===== src/rtl/wb_arb_pkg.sv =====
// wb_arb_pkg: shared types for the writeback port arbiter (register address, data word, pending entry, FSM state)
package wb_arb_pkg;
  typedef logic [4:0]  reg_addr_t;
  typedef logic [31:0] word_t;
  typedef struct packed {
    logic      valid;
    reg_addr_t rd;
    word_t     data;
  } pend_entry_t;
  typedef enum logic {NORMAL, FORCE} arb_state_t;
endpackage


===== src/rtl/wb_port_arbiter_if.sv =====
// wb_port_arbiter_if: writeback / long-latency / hazard / register-file signals of the write-port arbiter
//   master: pipeline + long-latency unit + register file side; slave: the arbiter
interface wb_port_arbiter_if;
  import wb_arb_pkg::*;
  logic      RegWriteW;
  reg_addr_t RdW;
  word_t     ResultW;
  logic      LuValid;
  reg_addr_t LuRd;
  word_t     LuData;
  logic      LuReady;
  reg_addr_t Rs1D;
  reg_addr_t Rs2D;
  logic      PendHitD;
  logic      StallW;
  logic      RegWriteOut;
  reg_addr_t RdOut;
  word_t     DataOut;
  modport master (
    output RegWriteW, RdW, ResultW, LuValid, LuRd, LuData, Rs1D, Rs2D,
    input  LuReady, PendHitD, StallW, RegWriteOut, RdOut, DataOut
  );
  modport slave (
    input  RegWriteW, RdW, ResultW, LuValid, LuRd, LuData, Rs1D, Rs2D,
    output LuReady, PendHitD, StallW, RegWriteOut, RdOut, DataOut
  );
endinterface


===== src/rtl/wb_port_arbiter_pend_fifo.sv =====
// pend_fifo: pending long-latency results with per-entry valid (WAW squash) and source-register compare vector
//   i_push/i_push_rd/i_push_data: enqueue; i_pop: drop head; i_sq_en/i_sq_rd: clear matching entries
//   i_rs1/i_rs2: decode sources; o_hit: per-entry match (popped head excluded); o_head/o_empty/o_full: status
module pend_fifo
  import wb_arb_pkg::*;
#(
  parameter int DEPTH = 2
) (
  input  logic             clk,
  input  logic             rst,
  input  logic             i_push,
  input  reg_addr_t        i_push_rd,
  input  word_t            i_push_data,
  input  logic             i_pop,
  input  logic             i_sq_en,
  input  reg_addr_t        i_sq_rd,
  input  reg_addr_t        i_rs1,
  input  reg_addr_t        i_rs2,
  output pend_entry_t      o_head,
  output logic             o_empty,
  output logic             o_full,
  output logic [DEPTH-1:0] o_hit
);
  localparam int AW = (DEPTH > 1) ? $clog2(DEPTH) : 1;
  pend_entry_t   r_mem [DEPTH];
  logic [AW-1:0] r_rd_ptr;
  logic [AW-1:0] r_wr_ptr;
  logic [AW:0]   r_cnt;
  // later assignments win: a pushed entry is never squashed, and a popped slot
  // loses its valid bit so stale entries never raise a hit
  always_ff @(posedge clk or negedge rst) begin
    if (!rst) begin
      for (int i = 0; i < DEPTH; i++) r_mem[i] <= '0;
      r_rd_ptr <= '0;
      r_wr_ptr <= '0;
      r_cnt    <= '0;
    end else begin
      for (int i = 0; i < DEPTH; i++)
        if (i_sq_en && r_mem[i].rd == i_sq_rd) r_mem[i].valid <= 1'b0;
      if (i_pop) begin
        r_mem[r_rd_ptr].valid <= 1'b0;
        r_rd_ptr <= r_rd_ptr + AW'(1);
      end
      if (i_push) begin
        r_mem[r_wr_ptr] <= '{valid: 1'b1, rd: i_push_rd, data: i_push_data};
        r_wr_ptr <= r_wr_ptr + AW'(1);
      end
      r_cnt <= r_cnt + (AW+1)'(i_push) - (AW+1)'(i_pop);
    end
  end
  always_comb begin
    o_hit = '0;
    for (int i = 0; i < DEPTH; i++)
      o_hit[i] = r_mem[i].valid && !(i_pop && r_rd_ptr == AW'(i)) &&
                 ((i_rs1 != '0 && r_mem[i].rd == i_rs1) || (i_rs2 != '0 && r_mem[i].rd == i_rs2));
  end
  assign o_head  = r_mem[r_rd_ptr];
  assign o_empty = r_cnt == '0;
  assign o_full  = r_cnt == (AW+1)'(DEPTH);
endmodule


===== src/rtl/wb_port_arbiter.sv =====
// wb_port_arbiter: shares the register-file write port between writeback (priority) and buffered long-latency results
//   clk, rst (async, active-low); bus: slave modport carrying writeback, long-latency, hazard and write-port signals
module wb_port_arbiter
  import wb_arb_pkg::*;
#(
  parameter int DEPTH        = 2,
  parameter int STARVE_LIMIT = 4
) (
  input logic               clk,
  input logic               rst,
  wb_port_arbiter_if.slave  bus
);
  arb_state_t       r_state, w_state_nxt;
  logic [3:0]       r_cnt, w_cnt_nxt, w_cnt_inc;
  pend_entry_t      w_head;
  logic             w_empty, w_full, w_stall, w_pipe_wr, w_pop, w_drain_wr, w_ready, w_push, w_new_hit;
  logic [DEPTH-1:0] w_hit;
  pend_fifo #(.DEPTH(DEPTH)) u_fifo (
    .clk(clk), .rst(rst),
    .i_push(w_push), .i_push_rd(bus.LuRd), .i_push_data(bus.LuData),
    .i_pop(w_pop), .i_sq_en(w_pipe_wr), .i_sq_rd(bus.RdW),
    .i_rs1(bus.Rs1D), .i_rs2(bus.Rs2D),
    .o_head(w_head), .o_empty(w_empty), .o_full(w_full), .o_hit(w_hit)
  );
  // every output is gated by rst so reset takes effect without a clock edge
  always_comb begin
    w_stall    = rst && r_state == FORCE;
    w_pipe_wr  = rst && bus.RegWriteW && bus.RdW != '0 && !w_stall;
    w_pop      = rst && !w_empty && !w_pipe_wr;
    w_drain_wr = w_pop && w_head.valid;
    w_ready    = rst && (!w_full || w_pop);
    w_push     = bus.LuValid && w_ready && bus.LuRd != '0;
    w_new_hit  = w_push && ((bus.Rs1D != '0 && bus.LuRd == bus.Rs1D) || (bus.Rs2D != '0 && bus.LuRd == bus.Rs2D));
  end
  assign bus.StallW      = w_stall;
  assign bus.LuReady     = w_ready;
  assign bus.PendHitD    = rst && (|w_hit || w_new_hit);
  assign bus.RegWriteOut = w_pipe_wr || w_drain_wr;
  assign bus.RdOut       = w_pipe_wr ? bus.RdW : w_drain_wr ? w_head.rd : '0;
  assign bus.DataOut     = w_pipe_wr ? bus.ResultW : w_drain_wr ? w_head.data : '0;
  always_ff @(posedge clk or negedge rst) begin
    if (!rst) begin
      r_state <= NORMAL;
      r_cnt   <= '0;
    end else begin
      r_state <= w_state_nxt;
      r_cnt   <= w_cnt_nxt;
    end
  end
  // the head has waited STARVE_LIMIT cycles once the incremented count reaches the limit
  always_comb begin
    w_state_nxt = r_state;
    w_cnt_nxt   = r_cnt;
    w_cnt_inc   = r_cnt + 4'd1;
    if (r_state == FORCE) begin
      w_state_nxt = NORMAL;
      w_cnt_nxt   = '0;
    end else if (w_pop) begin
      w_cnt_nxt = '0;
    end else if (!w_empty) begin
      w_cnt_nxt   = w_cnt_inc;
      w_state_nxt = (w_cnt_inc == 4'(STARVE_LIMIT)) ? FORCE : NORMAL;
    end
  end
endmodule


===== src/flat_wrapper.sv =====
// flat-port wrapper written by rule: the top's interface ports become plain ports
module wb_port_arbiter_flat import wb_arb_pkg::*;
#(
  parameter int DEPTH        = 2,
  parameter int STARVE_LIMIT = 4
)
  (clk, rst, bus_RegWriteW, bus_RdW, bus_ResultW, bus_LuValid, bus_LuRd, bus_LuData, bus_Rs1D, bus_Rs2D, bus_LuReady, bus_PendHitD, bus_StallW, bus_RegWriteOut, bus_RdOut, bus_DataOut);
  wb_port_arbiter_if bus_i ();
  input logic clk;
  input logic rst;
  input wire logic [$bits(bus_i.RegWriteW)-1:0] bus_RegWriteW;
  input wire logic [$bits(bus_i.RdW)-1:0] bus_RdW;
  input wire logic [$bits(bus_i.ResultW)-1:0] bus_ResultW;
  input wire logic [$bits(bus_i.LuValid)-1:0] bus_LuValid;
  input wire logic [$bits(bus_i.LuRd)-1:0] bus_LuRd;
  input wire logic [$bits(bus_i.LuData)-1:0] bus_LuData;
  input wire logic [$bits(bus_i.Rs1D)-1:0] bus_Rs1D;
  input wire logic [$bits(bus_i.Rs2D)-1:0] bus_Rs2D;
  output wire logic [$bits(bus_i.LuReady)-1:0] bus_LuReady;
  output wire logic [$bits(bus_i.PendHitD)-1:0] bus_PendHitD;
  output wire logic [$bits(bus_i.StallW)-1:0] bus_StallW;
  output wire logic [$bits(bus_i.RegWriteOut)-1:0] bus_RegWriteOut;
  output wire logic [$bits(bus_i.RdOut)-1:0] bus_RdOut;
  output wire logic [$bits(bus_i.DataOut)-1:0] bus_DataOut;
  assign bus_i.RegWriteW = bus_RegWriteW;
  assign bus_i.RdW = bus_RdW;
  assign bus_i.ResultW = bus_ResultW;
  assign bus_i.LuValid = bus_LuValid;
  assign bus_i.LuRd = bus_LuRd;
  assign bus_i.LuData = bus_LuData;
  assign bus_i.Rs1D = bus_Rs1D;
  assign bus_i.Rs2D = bus_Rs2D;
  assign bus_LuReady = bus_i.LuReady;
  assign bus_PendHitD = bus_i.PendHitD;
  assign bus_StallW = bus_i.StallW;
  assign bus_RegWriteOut = bus_i.RegWriteOut;
  assign bus_RdOut = bus_i.RdOut;
  assign bus_DataOut = bus_i.DataOut;
  wb_port_arbiter #(.DEPTH(DEPTH), .STARVE_LIMIT(STARVE_LIMIT)) u_core (.clk(clk), .rst(rst), .bus(bus_i));
endmodule

===== config.mk =====
export PLATFORM = sky130hd
export DESIGN_NAME = wb_port_arbiter_flat
export DESIGN_NICKNAME = d
export VERILOG_FILES = /design/src/rtl/wb_arb_pkg.sv /design/src/rtl/wb_port_arbiter_if.sv /design/src/rtl/wb_port_arbiter_pend_fifo.sv /design/src/rtl/wb_port_arbiter.sv /design/src/flat_wrapper.sv
export SDC_FILE = /design/constraint.sdc
export NUM_CORES = 1
export LEC_CHECK = 0
export BUFFER_PORTS_ARGS = -buffer_cell sky130_fd_sc_hd__buf_2
export CAP_MARGIN = 20
export CELL_PAD_IN_SITES_DETAIL_PLACEMENT = 1
export CELL_PAD_IN_SITES_GLOBAL_PLACEMENT = 1
export CORE_UTILIZATION = 40
export CTS_CLUSTER_DIAMETER = 120
export DETAILED_ROUTE_END_ITERATION = 8
export PLACE_DENSITY_LB_ADDON = 0.1
export SLEW_MARGIN = 0
export SYNTH_ARGS = -nofsm -noshare
export SYNTH_HDL_FRONTEND = slang
export SYNTH_SLANG_ARGS = --single-unit

===== constraint.sdc =====
create_clock -name clk -period 4.6 [get_ports clk]
set_input_delay 0.46 -clock clk [delete_from_list [all_inputs] [get_ports clk]]
set_output_delay 0.46 -clock clk [all_outputs]
set_load 0.03 [all_outputs]

==> results.toml, run 1 <==
[run_status]
status = "finished with violations"
violations = "design-rule violations"

[floorplan]
die_w_um = 112
ios = 129
die_y_um = 112
coreArea_um2 = 11600
start_util_pct = 41.7
die_area_um2 = 12600
fp-row-count = 39

[logic_synthesis]
netlist_area_um2 = 4840
syn_avg_cell_area_um2 = 11.6
ys_types = 42
synthFlopType = "dfrtp_1"
synth_top_family_by_area = "multiplexers"
synth_top_cells_by_area = "dfrtp_1 (44%), mux2_2 (8.6%), mux2i_1 (7.6%)"
synth_top_area_share_pct = 43.9
synth-xor-area-share_pct = 7.96
synth-async-reset-ratio_pct = 100
synth-edff-count = 0
ys_ff_latch = 85
syn_nets = 507
synth_adder_area_share_pct = 0.775
syn_inst = 416
yosysTopAreaCell = "dfrtp_1"
synth_compound_area_share_pct = 9.69
muxShareOfSynthArea_pct = 26.6
synth-simple-area-share_pct = 7.67
yosys_warnings = 0
ys_seq_area_share_pct = 43.9

[cts]
cts.path.max_buffers = 2
postCtsSetupRepairBufs = 0
clock_sinks = 85
clock_latency_ns = 0.34
cts_buffers = 9
post_cts_resize_count = 0
root_buffer = "clkbuf_16"
postCtsHoldBufs = 0
cts_tree = "yes"
htreeDepth = 3
clkTransAtPathRegs_ns = 0.06

[placed_design]
pre_cts_ws_ns = 1.24
portBuffers = 128
dp_hpwl_mm = 9.09
place_congestion = 0.928

[pwr]
peakVddDrop_mv = 0.297
p_total_mw = 3.82
pwr_density_cell_nw_per_um2 = 649
p_leak_nw = 2.76

[global_route]
grtUsageMet2_pct = 36.6
grt_pass1_wl_mm = 21.1
grt_overflow = 0
antenna_found_initial = 1
met3_usage_pct = 5.45
grt_max_degree = 56
grtUsageTotal_pct = 21.8
busiest_layer = "met2"
first_global_vias = 4022
gr-usage-met1_pct = 28.0

[sta]
slew_headroom_pct = 44.1
finalSetupViolCount = 0
period_share_pct = 68.7
max_freq_mhz = 317
maxSlewViolCount = 0
worst_pin_slew_ns = 0.839
grt_setup_unrepaired = "no"
skew_ns = 0.00673
finalHoldViolations = 0
layout_setup_ws_ns = 1.44
finalCriticalPeriod_ns = 3.16
tns_ns = 0

[critical_path]
cp_top_family = "buffers and inverters"
critPathMostFrequentCell = "buf_4"
start_kind = "input port"
cp_slowest_cell = "buf_4"
endpoint = "bus_PendHitD"
crit_path_max_fanout = 55
crit_start = "rst"
cpPeakStageDelay_ns = 0.67
arrival_ns = 2.70
worst_setup_path_end_kind = "output port"
crit_chain = "buf_4 -> buf_4 -> o2111ai_1 -> nand3_1 -> a32oi_1 -> o21ai_0 -> buf_2"
reg2reg_depth = 6
rr_endpoint = "u_core.u_fifo.r_mem[8]"
critPathRequiredTime_ns = 4.14
cp.buffers_inverters = 3
worst-path-stages = 7
r2r_setup_slack_ns = 2.02
timing.rr.start = "u_core.r_state"
crit_type = "input port to output port"

[layout]
drive_gt1_share_pct = 39.9
antenna_cells = 0
nets = 624
final_core_util_pct = 50.6
syn_to_final_growth_pct = 21.4

[drt]
ant_nets = 0
via_count = 3744
firstDrtPassIters = 7
drc = 5
first_iter_violations = 120
viasPerCell = 5.51
drt-total-wl_mm = 12.9
wl_per_cell_um = 18.9

[min_path]
hold_class = "input port to asynchronous set/reset pin"

[job]
maxCapViolations = 0
[flip-flops by register name, indices dropped and copies added (netlist names)]
register	count
u_core.u_fifo.r_mem	76
u_core.r_cnt	4
u_core.u_fifo.r_cnt	2
u_core.r_state	1
u_core.u_fifo.r_rd_ptr	1
u_core.u_fifo.r_wr_ptr	1
[worst min-delay path by stage]
stage / end / slack [ns]
floorplan: u_core.r_cnt[0] / 0.16
detailed placement: u_core.u_fifo.r_mem[62] / 0.47
global route: u_core.u_fifo.r_mem[51] / 0.13
global placement: u_core.u_fifo.r_mem[71] / 0.47
CTS: u_core.u_fifo.r_mem[51] / 0.11
finish: u_core.u_fifo.r_cnt[1] / 0.1
[cells by family after synthesis]
family / count (synthesis)
multiplexers: 112
flip-flops: 85
XOR/XNOR: 44
AND/OR/NAND/NOR: 78
AO/OA/AOI/OAI: 63
adder cells (fa/ha/maj): 3
buffers and inverters: 31
[per-layer routing]
metal  share of wire, %  vias up  routed length, um
met5              0.093        -                 12
met4                1.3        2                165
met3                5.0       14                644
met2                 49      104               6300
met1                 45     1885               5750
li1                   -     1739                  -
[through the flow]
stage	std cells	instance area [um^2]	hold WS, ns
after floorplan	416	4840	0.164
after global placement	665	5570	0.466
after detailed placement	665	5570	0.474
after CTS	680	5880	0.105
after global routing	680	5880	0.134
final	680	5880	0.0977
[layout by cell type (no fill, tap or decap), drive strengths merged, types with 2 or more instances in the layout]
| master | count |
|---|---|
| nor4 | 2 |
| clkbuf | 10 |
| clkinv | 3 |
| o31ai | 37 |
| o21ai | 5 |
| nor2 | 4 |
| xor2 | 13 |
| bufinv | 2 |
| buf | 134 |
| nor3 | 2 |
| mux2i | 37 |
| and2 | 5 |
| o2111a | 2 |
| nand2 | 43 |
| inv | 3 |
| nand3 | 9 |
| o22ai | 2 |
| or4 | 5 |
| nand2b | 3 |
| xnor2 | 31 |
| a21oi | 3 |
| o211ai | 6 |
| mux2 | 75 |
| dfrtp | 85 |
| ha | 3 |
| a22oi | 2 |
[cell usage after synthesis, types with 2 or more instances]
cell type	instances
buf_6	6
clkbuf_1	20
mux2i_1	37
o211ai_1	6
xnor2_1	31
nor2_1	4
nand2_1	43
ha_1	3
inv_1	3
and2_1	5
xor2_1	13
a22oi_1	2
mux2_2	37
o22ai_1	2
a21oi_1	3
mux2_4	19
nor4_1	2
or4_1	4
nor3_1	2
mux2_1	19
dfrtp_1	85
nand3_1	9
o21ai_0	4
o31ai_1	37
nand2b_1	3
[power by group]
part	internal, mW	switching (mW)	total, mW	leakage, nW
clock network	0.475	0.300	0.775	0.153
registers	1.12	0.299	1.42	1.01
logic	0.782	0.839	1.62	1.60
total	2.38	1.44	3.82	2.76
[area by class of cell]
type	instances	area [um^2]
clock buffers	10	229
clock inverters	5	86.3
fillers	1286	5730
inverters	3	11.3
multi-input cells	300	2560
flip-flops and latches	85	2130
well taps	143	179
repair buffers	134	688
Power figures use the tool's default switching activity.
==> inputs of run 2 (changes only) <==
--- a/config.mk
+++ b/config.mk
@@ -5,11 +5,12 @@
 export SDC_FILE = /design/constraint.sdc
 export NUM_CORES = 1
 export LEC_CHECK = 0
+export ABC_AREA = 1
 export BUFFER_PORTS_ARGS = -buffer_cell sky130_fd_sc_hd__buf_2
 export CAP_MARGIN = 20
 export CELL_PAD_IN_SITES_DETAIL_PLACEMENT = 1
 export CELL_PAD_IN_SITES_GLOBAL_PLACEMENT = 1
-export CORE_UTILIZATION = 40
+export CORE_UTILIZATION = 39
 export CTS_CLUSTER_DIAMETER = 120
 export DETAILED_ROUTE_END_ITERATION = 8
 export PLACE_DENSITY_LB_ADDON = 0.1
==> constraint.sdc (replaced) <==
create_clock -name clk -period 3 [get_ports clk]
set_input_delay 0.3 -clock clk [delete_from_list [all_inputs] [get_ports clk]]
set_output_delay 0.3 -clock clk [all_outputs]
set_load 0.03 [all_outputs]
==> results.toml, run 2 <==
[run_status]
status = "finished clean"

[floorplan]
fp-row-count = 40
die_y_um = 114
die_w_um = 114
coreArea_um2 = 12100
start_util_pct = 40.4
die_area_um2 = 13000
ios = 129

[logic_synthesis]
netlist_area_um2 = 4890
syn_inst = 601
synth_top_cells_by_area = "dfrtp_1 (43%), nand2_1 (14%), mux2i_1 (6.7%)"
yosysTopAreaCell = "dfrtp_1"
synth-simple-area-share_pct = 18.4
ys_types = 24
synthFlopType = "dfrtp_1"
syn_avg_cell_area_um2 = 8.14
yosys_warnings = 0
synth_adder_area_share_pct = 0.767
syn_nets = 692
yosysMostFrequentCell = "nand2_1"
synth_top_family_by_area = "simple AND/OR/NAND/NOR gates"
yosys-top-cells-count = "nand2_1 (185), dfrtp_1 (85), o21ai_1 (65)"
synth_compound_area_share_pct = 14.9
synth-xor-area-share_pct = 6.26
ys_ff_latch = 85
synth_top_area_share_pct = 43.5
muxShareOfSynthArea_pct = 6.75
synth-async-reset-ratio_pct = 100
synth-edff-count = 0
ys_seq_area_share_pct = 43.5

[pwr]
peakVddDrop_mv = 0.327
pwr_density_cell_nw_per_um2 = 924
p_leak_nw = 3.14

[layout]
regMostFlops = "u_core.u_fifo.r_mem"
largest_reg_flops = 76
multiInputGateArea_um2 = 2300
register_area_um2 = 2130
syn_to_final_growth_pct = 20.8
nFillCells = 1572
nets = 811
drive_gt1_share_pct = 26.6
mostFrequentLayoutCells = "nand2_1 (185), buf_2 (127), dfrtp_1 (84)"
mostFrequentLayoutCell = "nand2_1"
antenna_cells = 0
reg_top3 = "u_core.u_fifo.r_mem (76), u_core.r_cnt (4), u_core.u_fifo.r_cnt (2)"

[cts]
postCtsHoldBufs = 0
cts_tree = "yes"
clkTransAtPathRegs_ns = 0.06
post_cts_resize_count = 0
cts.path.max_buffers = 2
htreeDepth = 3
clock_sinks = 85
root_buffer = "clkbuf_16"
cts_buffers = 9
postCtsSetupRepairBufs = 0
clock_latency_ns = 0.33

[critical_path]
crit_path_max_fanout = 37
start_kind = "flop"
r2r_setup_slack_ns = 1.06
arrival_ns = 2.13
reg2reg_depth = 10
worst_setup_path_end_kind = "output port"
rr_endpoint = "u_core.u_fifo.r_mem[2]"
crit_type = "flop to output port"
crit_chain = "inv_1 -> nand2_1 -> nor2_1 -> nand2_2 -> inv_2 -> nand2_1 -> o21ai_0 -> buf_2"
cpPeakStageDelay_ns = 0.53
critPathRequiredTime_ns = 2.70
cp_slowest_cell = "inv_2"
critPathMostFrequentCell = "nand2_1"
timing.rr.start = "u_core.r_state"

[placed_design]
place_congestion = 0.834
dp_hpwl_mm = 9.51
portBuffers = 128

[sta]
tns_ns = 0
finalCriticalPeriod_ns = 2.43
skew_ns = 0.00840
grt_setup_unrepaired = "no"
finalHoldViolations = 0
finalSetupViolCount = 0
maxSlewViolCount = 0
slew_headroom_pct = 54.2
max_freq_mhz = 411
worst_pin_slew_ns = 0.686
whs_ns = 0.0451
period_share_pct = 81.1

[global_route]
antenna_found_initial = 0
first_global_vias = 4516
grtUsageTotal_pct = 21.3
grt_pass1_wl_mm = 21.8
grt_overflow = 0
grt_max_degree = 48

[drt]
drt-total-wl_mm = 12.9
ant_nets = 0
viasPerCell = 4.82
firstDrtPassIters = 4
wl_per_cell_um = 14.4
first_iter_violations = 110
via_count = 4305
drc = 0

[min_path]
hold_class = "input port to asynchronous set/reset pin"

[job]
maxCapViolations = 0
## run 2: cell types whose count changed after synthesis, sizes merged, moves of 6 or more
cell / previous run / this run
nand2: 43 / 189
inv: 3 / 64
clkbuf: 20 / 6
o211ai: 6 / 0
mux2: 75 / 0
o31ai: 37 / 0
xnor2: 31 / 23
o21ai: 5 / 121
buf: 8 / 23
nor2: 4 / 23
## run 2: where the power goes
part | leakage [nW] | internal, mW | switching, mW
logic | 1.93 | 0.881 | 1.32
clock network | 0.153 | 0.729 | 0.438
registers | 1.06 | 1.67 | 0.421
## run 2: worst max path at each step
stage	start	endpoint	cells after the start
after global placement	rst	bus_StallW	6
after floorplan	bus_RdW[2]	bus_DataOut[11]	8
after detailed placement	rst	bus_StallW	6
final	u_core.r_state	bus_DataOut[0]	8
after global routing	u_core.r_state	bus_DataOut[0]	8
after CTS	u_core.r_state	bus_DataOut[0]	8
## run 2: per-layer routing
layer,global-route usage (%),share of wire [%]
met1,27.6,46
met2,36.8,50
met3,3.72,3.8
met4,5.19,0.61
met5,0,0
## run 2: worst max-delay path, delay by kind of cell, from the launching register on
kind            cells  cell delay [ns]
simple gates        4             0.46
compound gates      1             0.12
flops               1             0.39
buf+inv             3             0.84
## run 2: cells by family (layout without fill, tap and decap cells)
kind of cell | count (synthesis) | in the layout
AND/OR/NAND/NOR | 228 | 228
AO/OA/AOI/OAI | 123 | 123
buffers and inverters | 94 | 218
flip-flops | 85 | 85
XOR/XNOR | 35 | 35
multiplexers | 33 | 33
adder cells (fa/ha/maj) | 3 | 3
## run 2: area by class of cell
| cell class | count | share of cell area (%) |
|---|---|---|
| multi-input combinational | 422 | 39.0 |
| sequential | 85 | 36.0 |
| timing repair buffer | 137 | 12.0 |
| inverter | 65 | 4.13 |
| clock buffer | 10 | 3.87 |
| tap | 168 | 3.55 |
| clock inverter | 6 | 1.46 |
## run 2: stage by stage
| stage | power [mW] | util, % | std cells | instance area (um^2) | setup WS (ns) |
|---|---|---|---|---|---|
| global placement | 4.21 | 46.2 | 877 | 5600 | 0.862 |
| finish | 5.47 | 48.8 | 893 | 5910 | 0.566 |
| CTS | 5.55 | 48.8 | 893 | 5910 | 0.517 |
| global route | 5.90 | 48.8 | 893 | 5910 | 0.325 |
| floorplan | 3.71 | - | 601 | 4890 | 1.04 |
| detailed placement | 4.34 | 46.2 | 877 | 5600 | 0.794 |
